**src/rtl/multicycle_controller.sv**
```systemverilog
// Control FSM sequencing a multi-cycle RV32I-subset datapath (fetch, decode, execute, memory, writeback).
// Latency: outputs are combinational from state/IR fields/zero; 2 (illegal) to 5 (lw, jalr) cycles per instruction.
// Backpressure: none; advances every clock, rst low aborts to FETCH and masks every write enable.
module multicycle_controller (
  input  logic       clk,
  input  logic       rst,
  input  logic [6:0] opcode,
  input  logic [2:0] func3,
  input  logic [6:0] func7,
  input  logic       zero,
  output logic       PCWrite,
  output logic       AdrSrc,
  output logic       MemWrite,
  output logic       IRWrite,
  output logic [1:0] ResultSrc,
  output logic [1:0] ALUSrcA,
  output logic [1:0] ALUSrcB,
  output logic [2:0] ALUControl,
  output logic [2:0] ImmSrc,
  output logic       RegWrite,
  output logic [3:0] state,
  output logic       instr_done,
  output logic       illegal
);

  localparam logic [6:0] OP_R    = 7'b0110011;
  localparam logic [6:0] OP_I    = 7'b0010011;
  localparam logic [6:0] OP_LW   = 7'b0000011;
  localparam logic [6:0] OP_SW   = 7'b0100011;
  localparam logic [6:0] OP_B    = 7'b1100011;
  localparam logic [6:0] OP_JAL  = 7'b1101111;
  localparam logic [6:0] OP_JALR = 7'b1100111;
  localparam logic [6:0] OP_LUI  = 7'b0110111;

  localparam logic [2:0] ALU_ADD = 3'b000;
  localparam logic [2:0] ALU_SUB = 3'b001;
  localparam logic [2:0] ALU_AND = 3'b010;
  localparam logic [2:0] ALU_OR  = 3'b011;
  localparam logic [2:0] ALU_SLT = 3'b101;

  localparam logic [1:0] SRCA_PC    = 2'b00;
  localparam logic [1:0] SRCA_OLDPC = 2'b01;
  localparam logic [1:0] SRCA_RS1   = 2'b10;
  localparam logic [1:0] SRCB_RS2   = 2'b00;
  localparam logic [1:0] SRCB_IMM   = 2'b01;
  localparam logic [1:0] SRCB_FOUR  = 2'b10;

  localparam logic [1:0] RES_ALUOUT = 2'b00;
  localparam logic [1:0] RES_DATA   = 2'b01;
  localparam logic [1:0] RES_ALURES = 2'b10;
  localparam logic [1:0] RES_IMM    = 2'b11;

  typedef enum logic [3:0] {
    S_FETCH    = 4'd0,
    S_DECODE   = 4'd1,
    S_MEMADR   = 4'd2,
    S_MEMREAD  = 4'd3,
    S_MEMWB    = 4'd4,
    S_MEMWRITE = 4'd5,
    S_EXECR    = 4'd6,
    S_EXECI    = 4'd7,
    S_ALUWB    = 4'd8,
    S_BRANCH   = 4'd9,
    S_JAL      = 4'd10,
    S_LUI      = 4'd11,
    S_JALRADR  = 4'd12,
    S_JALR     = 4'd13
  } state_t;

  state_t state_q;
  state_t state_d;

  logic is_r, is_i, is_lw, is_sw, is_b, is_jal, is_jalr, is_lui;
  logic r_ok, i_ok, b_ok, instr_ok, b_taken;
  logic [2:0] r_alu, i_alu, b_alu;

  // Only func7[5] distinguishes add from sub; the remaining bits are don't-care.
  logic unused_func7;
  assign unused_func7 = &{1'b0, func7[6], func7[4:0]};

  assign is_r    = (opcode == OP_R);
  assign is_i    = (opcode == OP_I);
  assign is_lw   = (opcode == OP_LW);
  assign is_sw   = (opcode == OP_SW);
  assign is_b    = (opcode == OP_B);
  assign is_jal  = (opcode == OP_JAL);
  assign is_jalr = (opcode == OP_JALR);
  assign is_lui  = (opcode == OP_LUI);

  // R-type and I-type ALU operation decode, with func3 legality.
  always_comb begin
    r_alu = ALU_ADD;
    i_alu = ALU_ADD;
    r_ok  = 1'b1;
    i_ok  = 1'b1;
    case (func3)
      3'b000: begin
        r_alu = func7[5] ? ALU_SUB : ALU_ADD;
        i_alu = ALU_ADD;
      end
      3'b111: begin
        r_alu = ALU_AND;
        i_alu = ALU_AND;
      end
      3'b110: begin
        r_alu = ALU_OR;
        i_alu = ALU_OR;
      end
      3'b010: begin
        r_alu = ALU_SLT;
        i_alu = ALU_SLT;
      end
      default: begin
        r_ok = 1'b0;
        i_ok = 1'b0;
      end
    endcase
  end

  // Branch compare op and taken condition; blt/bge reuse slt and test its zero result.
  always_comb begin
    b_alu   = ALU_SUB;
    b_ok    = 1'b1;
    b_taken = 1'b0;
    case (func3)
      3'b000: b_taken = zero;
      3'b001: b_taken = ~zero;
      3'b100: begin
        b_alu   = ALU_SLT;
        b_taken = ~zero;
      end
      3'b101: begin
        b_alu   = ALU_SLT;
        b_taken = zero;
      end
      default: b_ok = 1'b0;
    endcase
  end

  assign instr_ok = is_lw | is_sw | is_jal | is_jalr | is_lui
                  | (is_r & r_ok) | (is_i & i_ok) | (is_b & b_ok);

  // Immediate format follows the opcode in every state.
  always_comb begin
    ImmSrc = 3'b000;
    if (is_sw)      ImmSrc = 3'b001;
    else if (is_b)   ImmSrc = 3'b010;
    else if (is_jal) ImmSrc = 3'b011;
    else if (is_lui) ImmSrc = 3'b100;
  end

  // State register with synchronous active-low reset to FETCH.
  always_ff @(posedge clk) begin
    if (!rst) state_q <= S_FETCH;
    else      state_q <= state_d;
  end

  assign state = state_q;

  // Next-state and per-state control; reset masks enables and shows FETCH selects.
  always_comb begin
    state_d    = state_q;
    PCWrite    = 1'b0;
    AdrSrc     = 1'b0;
    MemWrite   = 1'b0;
    IRWrite    = 1'b0;
    ResultSrc  = RES_ALUOUT;
    ALUSrcA    = SRCA_PC;
    ALUSrcB    = SRCB_RS2;
    ALUControl = ALU_ADD;
    RegWrite   = 1'b0;
    instr_done = 1'b0;
    illegal    = 1'b0;
    case (state_q)
      S_FETCH: begin
        IRWrite   = 1'b1;
        ALUSrcB   = SRCB_FOUR;
        ResultSrc = RES_ALURES;
        PCWrite   = 1'b1;
        state_d   = S_DECODE;
      end
      S_DECODE: begin
        ALUSrcA = SRCA_OLDPC;
        ALUSrcB = SRCB_IMM;
        if (!instr_ok) begin
          illegal    = 1'b1;
          instr_done = 1'b1;
          state_d    = S_FETCH;
        end else if (is_lw || is_sw) state_d = S_MEMADR;
        else if (is_r)               state_d = S_EXECR;
        else if (is_i)               state_d = S_EXECI;
        else if (is_b)               state_d = S_BRANCH;
        else if (is_jal)             state_d = S_JAL;
        else if (is_lui)             state_d = S_LUI;
        else                         state_d = S_JALRADR;
      end
      S_MEMADR: begin
        ALUSrcA = SRCA_RS1;
        ALUSrcB = SRCB_IMM;
        state_d = is_sw ? S_MEMWRITE : S_MEMREAD;
      end
      S_MEMREAD: begin
        AdrSrc  = 1'b1;
        state_d = S_MEMWB;
      end
      S_MEMWB: begin
        ResultSrc  = RES_DATA;
        RegWrite   = 1'b1;
        instr_done = 1'b1;
        state_d    = S_FETCH;
      end
      S_MEMWRITE: begin
        AdrSrc     = 1'b1;
        MemWrite   = 1'b1;
        instr_done = 1'b1;
        state_d    = S_FETCH;
      end
      S_EXECR: begin
        ALUSrcA    = SRCA_RS1;
        ALUSrcB    = SRCB_RS2;
        ALUControl = r_alu;
        state_d    = S_ALUWB;
      end
      S_EXECI: begin
        ALUSrcA    = SRCA_RS1;
        ALUSrcB    = SRCB_IMM;
        ALUControl = i_alu;
        state_d    = S_ALUWB;
      end
      S_ALUWB: begin
        RegWrite   = 1'b1;
        instr_done = 1'b1;
        state_d    = S_FETCH;
      end
      S_BRANCH: begin
        ALUSrcA    = SRCA_RS1;
        ALUSrcB    = SRCB_RS2;
        ALUControl = b_alu;
        PCWrite    = b_taken;
        instr_done = 1'b1;
        state_d    = S_FETCH;
      end
      S_JAL, S_JALR: begin
        ALUSrcA = SRCA_OLDPC;
        ALUSrcB = SRCB_FOUR;
        PCWrite = 1'b1;
        state_d = S_ALUWB;
      end
      S_LUI: begin
        ResultSrc  = RES_IMM;
        RegWrite   = 1'b1;
        instr_done = 1'b1;
        state_d    = S_FETCH;
      end
      S_JALRADR: begin
        ALUSrcA = SRCA_RS1;
        ALUSrcB = SRCB_IMM;
        state_d = S_JALR;
      end
      default: state_d = S_FETCH;
    endcase
    if (!rst) begin
      state_d    = S_FETCH;
      PCWrite    = 1'b0;
      AdrSrc     = 1'b0;
      MemWrite   = 1'b0;
      IRWrite    = 1'b0;
      ResultSrc  = RES_ALURES;
      ALUSrcA    = SRCA_PC;
      ALUSrcB    = SRCB_FOUR;
      ALUControl = ALU_ADD;
      RegWrite   = 1'b0;
      instr_done = 1'b0;
      illegal    = 1'b0;
    end
  end

endmodule
```
**config.mk**
```make
export PLATFORM = sky130hd
export DESIGN_NAME = multicycle_controller
export DESIGN_NICKNAME = d
export VERILOG_FILES = /design/src/rtl/multicycle_controller.sv
export SDC_FILE = /design/constraint.sdc
export NUM_CORES = 1
export LEC_CHECK = 0
export CORE_UTILIZATION = 40
export CTS_CLUSTER_DIAMETER = 120
export DETAILED_ROUTE_END_ITERATION = 8
export GPL_ROUTABILITY_DRIVEN = 0
export PLACE_DENSITY = 0.9
export SETUP_SLACK_MARGIN = 0.3
export SLEW_MARGIN = 20
export SYNTH_ARGS = -nofsm -noshare
export SYNTH_HDL_FRONTEND = slang
export SYNTH_SLANG_ARGS = --single-unit
```
**constraint.sdc**
```tcl
create_clock -name clk -period 2.1 [get_ports clk]
set_input_delay 0.42 -clock clk [delete_from_list [all_inputs] [get_ports clk]]
set_output_delay 0.42 -clock clk [all_outputs]
set_load 0.05 [all_outputs]
```
==> results.ini, run 1 <==
[status]
outcome=stopped before the end
failing_step=clock tree synthesis (4_1_cts)
tool.error=[ERROR DPL-0038] Utilization greater than 100%, impossible to legalize

[clock_tree]
cts.sinks=4
postCtsSetupBuffers=31
cts.htree.levels=1
cts_inserted_buffers=3
cts_buffer_depth=2
cts-resized-gates=108
hold_buffers=0
cts_root_buffer=clkbuf_4

[yosys]
synth_seq_area_share_pct=9.57
syn_avg_cell_area_um2=7.09
synth_top_area_cell=dfxtp_1
netlist_instances=118
ys_warn_count=0
postSynthRegisterBits=4
synth_top_area_share_pct=9.57
synth_most_common_cell=a21oi_1
synth_ff_type=dfxtp_1
synth-async-reset-ratio_pct=0
synth_area_um2=837
synth_commonest_cells=a21oi_1, nor3_1, clkbuf_1, nand3_1, nor2b_1
yosys-top-cells-area=dfxtp_1, a21oi_1, nor3_1
ys_types=48
synthesis.nets=138
synth-edff-count=0

[placement]
hpwl_um=2960
io_buffers=36

[floorplan]
boundaryPins=43
die_width_um=47.7
initial_core_util_pct=42.7
num_rows=16
die_height_um=47.7

-- cell families after synthesis --
family	share of synthesized area [%]
AND/OR/NAND/NOR	40.4
buffers and inverters	6.88
AO/OA/AOI/OAI	33.9
XOR/XNOR	8.07
flip-flops	9.57
multiplexers	1.20
-- stage by stage --
step / setup slack [ns] / hold WS [ns] / cell area, µm² / cells / utilization (%)
3_5_place_dp: -0.445 / 0.581 / 1800 / 201 / 91.6
3_3_place_gp: -0.389 / 0.575 / 1800 / 201 / 91.6
2_1_floorplan: 0.0335 / 0.647 / 1140 / 118 / -
==> inputs of run 2 (changes only) <==
--- a/config.mk
+++ b/config.mk
@@ -5,12 +5,11 @@
 export SDC_FILE = /design/constraint.sdc
 export NUM_CORES = 1
 export LEC_CHECK = 0
-export CORE_UTILIZATION = 40
-export CTS_CLUSTER_DIAMETER = 120
+export CORE_AREA = 2 2 63 65
 export DETAILED_ROUTE_END_ITERATION = 8
+export DIE_AREA = 0 0 65 67
 export GPL_ROUTABILITY_DRIVEN = 0
-export PLACE_DENSITY = 0.9
-export SETUP_SLACK_MARGIN = 0.3
+export PLACE_DENSITY_LB_ADDON = 0.15
 export SLEW_MARGIN = 20
 export SYNTH_ARGS = -nofsm -noshare
 export SYNTH_HDL_FRONTEND = slang
==> results.ini, run 2 <==
[yosys]
synth_commonest_cells=a21oi_1, nor3_1, clkbuf_1, nand3_1, nor2b_1  ; unchanged
synthesis.nets=138  ; unchanged
synth_top_area_cell=dfxtp_1  ; unchanged
ys_warn_count=0  ; unchanged
synth_ff_type=dfxtp_1  ; unchanged
netlist_instances=118  ; unchanged
ys_types=48  ; unchanged
yosys-top-cells-area=dfxtp_1, a21oi_1, nor3_1  ; unchanged
postSynthRegisterBits=4  ; unchanged
syn_avg_cell_area_um2=7.09  ; unchanged
synth_most_common_cell=a21oi_1  ; unchanged
synth-async-reset-ratio_pct=0  ; unchanged
synth_top_area_share_pct=9.57  ; unchanged
synth-edff-count=0  ; unchanged
synth_area_um2=837  ; unchanged
synth_seq_area_share_pct=9.57  ; unchanged

[cells_and_area]
design_area_um2=1840
final_common_cell=buf_4
n_antenna_cell=0
layout-drive-gt1-share_pct=52.5
final_nets=204
layout_common_cells=buf_4, buf_12, nand3_1
area_growth_pct=119
largest_reg_flops=4

[sta]
max-slew-margin-rel_pct=67.3
final.setup_skew_ns=0.000702
rsz0062_at_grt=true
hold_viol=0
timing.hold.ws_ns=0.630
maxClockFrequency_mhz=473
period_share_pct=101
final.setup.worst_slack_ns=-0.0125
layout_min_cycle_time_ns=2.11
setup_violations=2
finalMaxSlewViolations=0
worst_pin_slew_ns=0.490

[power_and_ir_drop]
ir_drop_mv=0.528
p_per_area_nw_per_um2=295
total_power_mw=0.541
cellLeakagePower_nw=0.735

[clock_tree]
cts.clk_slew.worst_paths_ns=0.03
cts.htree.levels=1  ; unchanged
cts_inserted_buffers=3  ; unchanged
clk_latency_ns=0.22
cts.sinks=4  ; unchanged
cts_tree=built
cts_root_buffer=clkbuf_8  ; was clkbuf_4
cts_buffer_depth=2  ; unchanged

[routing]
routed_wl_um=3070
ant_nets=0
vias=1161
drc=0
initialDrtViolationCount=33
routedWlPerCell_um=13.3
drt-pass1-iter-count=4
vias_per_cell=5.03

[worst_setup_path]
required_ns=1.68
cpLargestDelayFamily=compound AO/OA/AOI/OAI gates
rr_startpoint=state[0]
criticalPathCategory=in2out
slowest_delay_ns=0.40
path_cells=buf_8 > or3b_4 > o32ai_4 > a211oi_2 > a21o_2 > buf_8
cp_max_fo=3
crit_start=opcode[2]
crit_slowest_cell=or3b_4
end_kind=primary output
cp.arrival_ns=1.69
cp-start-kind=input pin
path_buf_inv=2
crit_top_cell=buf_8

[min_path]
hold_class=reg2reg
hp-start=state[0]

[global_routing]
gr-total-overflow=0
grt_pass1_wl_um=5000
antenna_found_initial=0
grt_start_max_net_pins=17
grt_pass1_vias=1133
grt_usage_pct=14.3

[floorplan]
initial_core_util_pct=23.2  ; was 42.7%
num_rows=22  ; was 16
die_height_um=67  ; was 47.7 µm
boundaryPins=43  ; unchanged
dieArea_um2=4360
core_area_um2=3610
die_width_um=65  ; was 47.7 µm

[placement]
hpwl_um=2470  ; was 2960 µm
io_buffers=36  ; unchanged
place_area_um2=1720  ; was 1800 µm²

[status]
outcome=complete, but fails checks  ; was stopped before the end
violations=setup timing

[flow_run]
cap_violations=0

## run 2: timing repair
action                     4_1_cts  5_1_grt
resized for setup               40        6
setup endpoints to repair        9       10
setup buffers                    2        0
hold buffers                     0        0
pin swaps                        8        5
## run 2: layout make-up
| cell class | instances | area, µm² |
|---|---|---|
| multi-input combinational | 101 | 836 |
| sequential | 4 | 95.1 |
| inverter | 4 | 15.0 |
| tap | 48 | 60.1 |
| timing repair buffer | 70 | 785 |
| clock buffer | 4 | 45.0 |
| fill | 362 | 1770 |
## run 2: worst paths after layout
kind | endpoint | slack (ns) | cells past startpoint
setup / recovery | instr_done | -0.01 | 6
hold reg to reg | state[0] | 0.63 | 1
setup reg to reg | state[1] | 0.55 | 5
hold / removal | state[0] | 0.63 | 1
## run 2: cell families after synthesis
logic type | after synthesis | synth area share, %
buffers and inverters | 13 | 6.88
AND/OR/NAND/NOR | 58 | 40.4
multiplexers | 1 | 1.20
XOR/XNOR | 6 | 8.07
AO/OA/AOI/OAI | 36 | 33.9
flip-flops | 4 | 9.57
## run 2: power breakdown
group          internal [mW]  switching, mW
Combinational          0.144          0.142
Clock                  0.130         0.0422
Sequential            0.0748        0.00797
## run 2: metal layers
metal / vias to the layer above / track usage [%] / wire length, µm
met4: 0 / 0.798 / 0
met3: 0 / 2.36 / 147
met2: 30 / 24.0 / 1430
met1: 549 / 20.1 / 1490
li1: 582 / - / -
met5: - / 0 / 0
## run 2: per-stage QoR
step / TNS, ns / utilization [%] / std cells / setup slack [ns]
CTS: -0.0741 / 50.7 / 231 / -0.0426
floorplan: -0.168 / - / 118 / -0.135
global placement: -1.84 / 47.7 / 225 / -0.401
global route: -0.0779 / 50.9 / 231 / -0.0423
finish: -0.0165 / 50.9 / 231 / -0.0125
detailed placement: -2.02 / 47.7 / 225 / -0.428
Power figures use the tool's default switching activity.
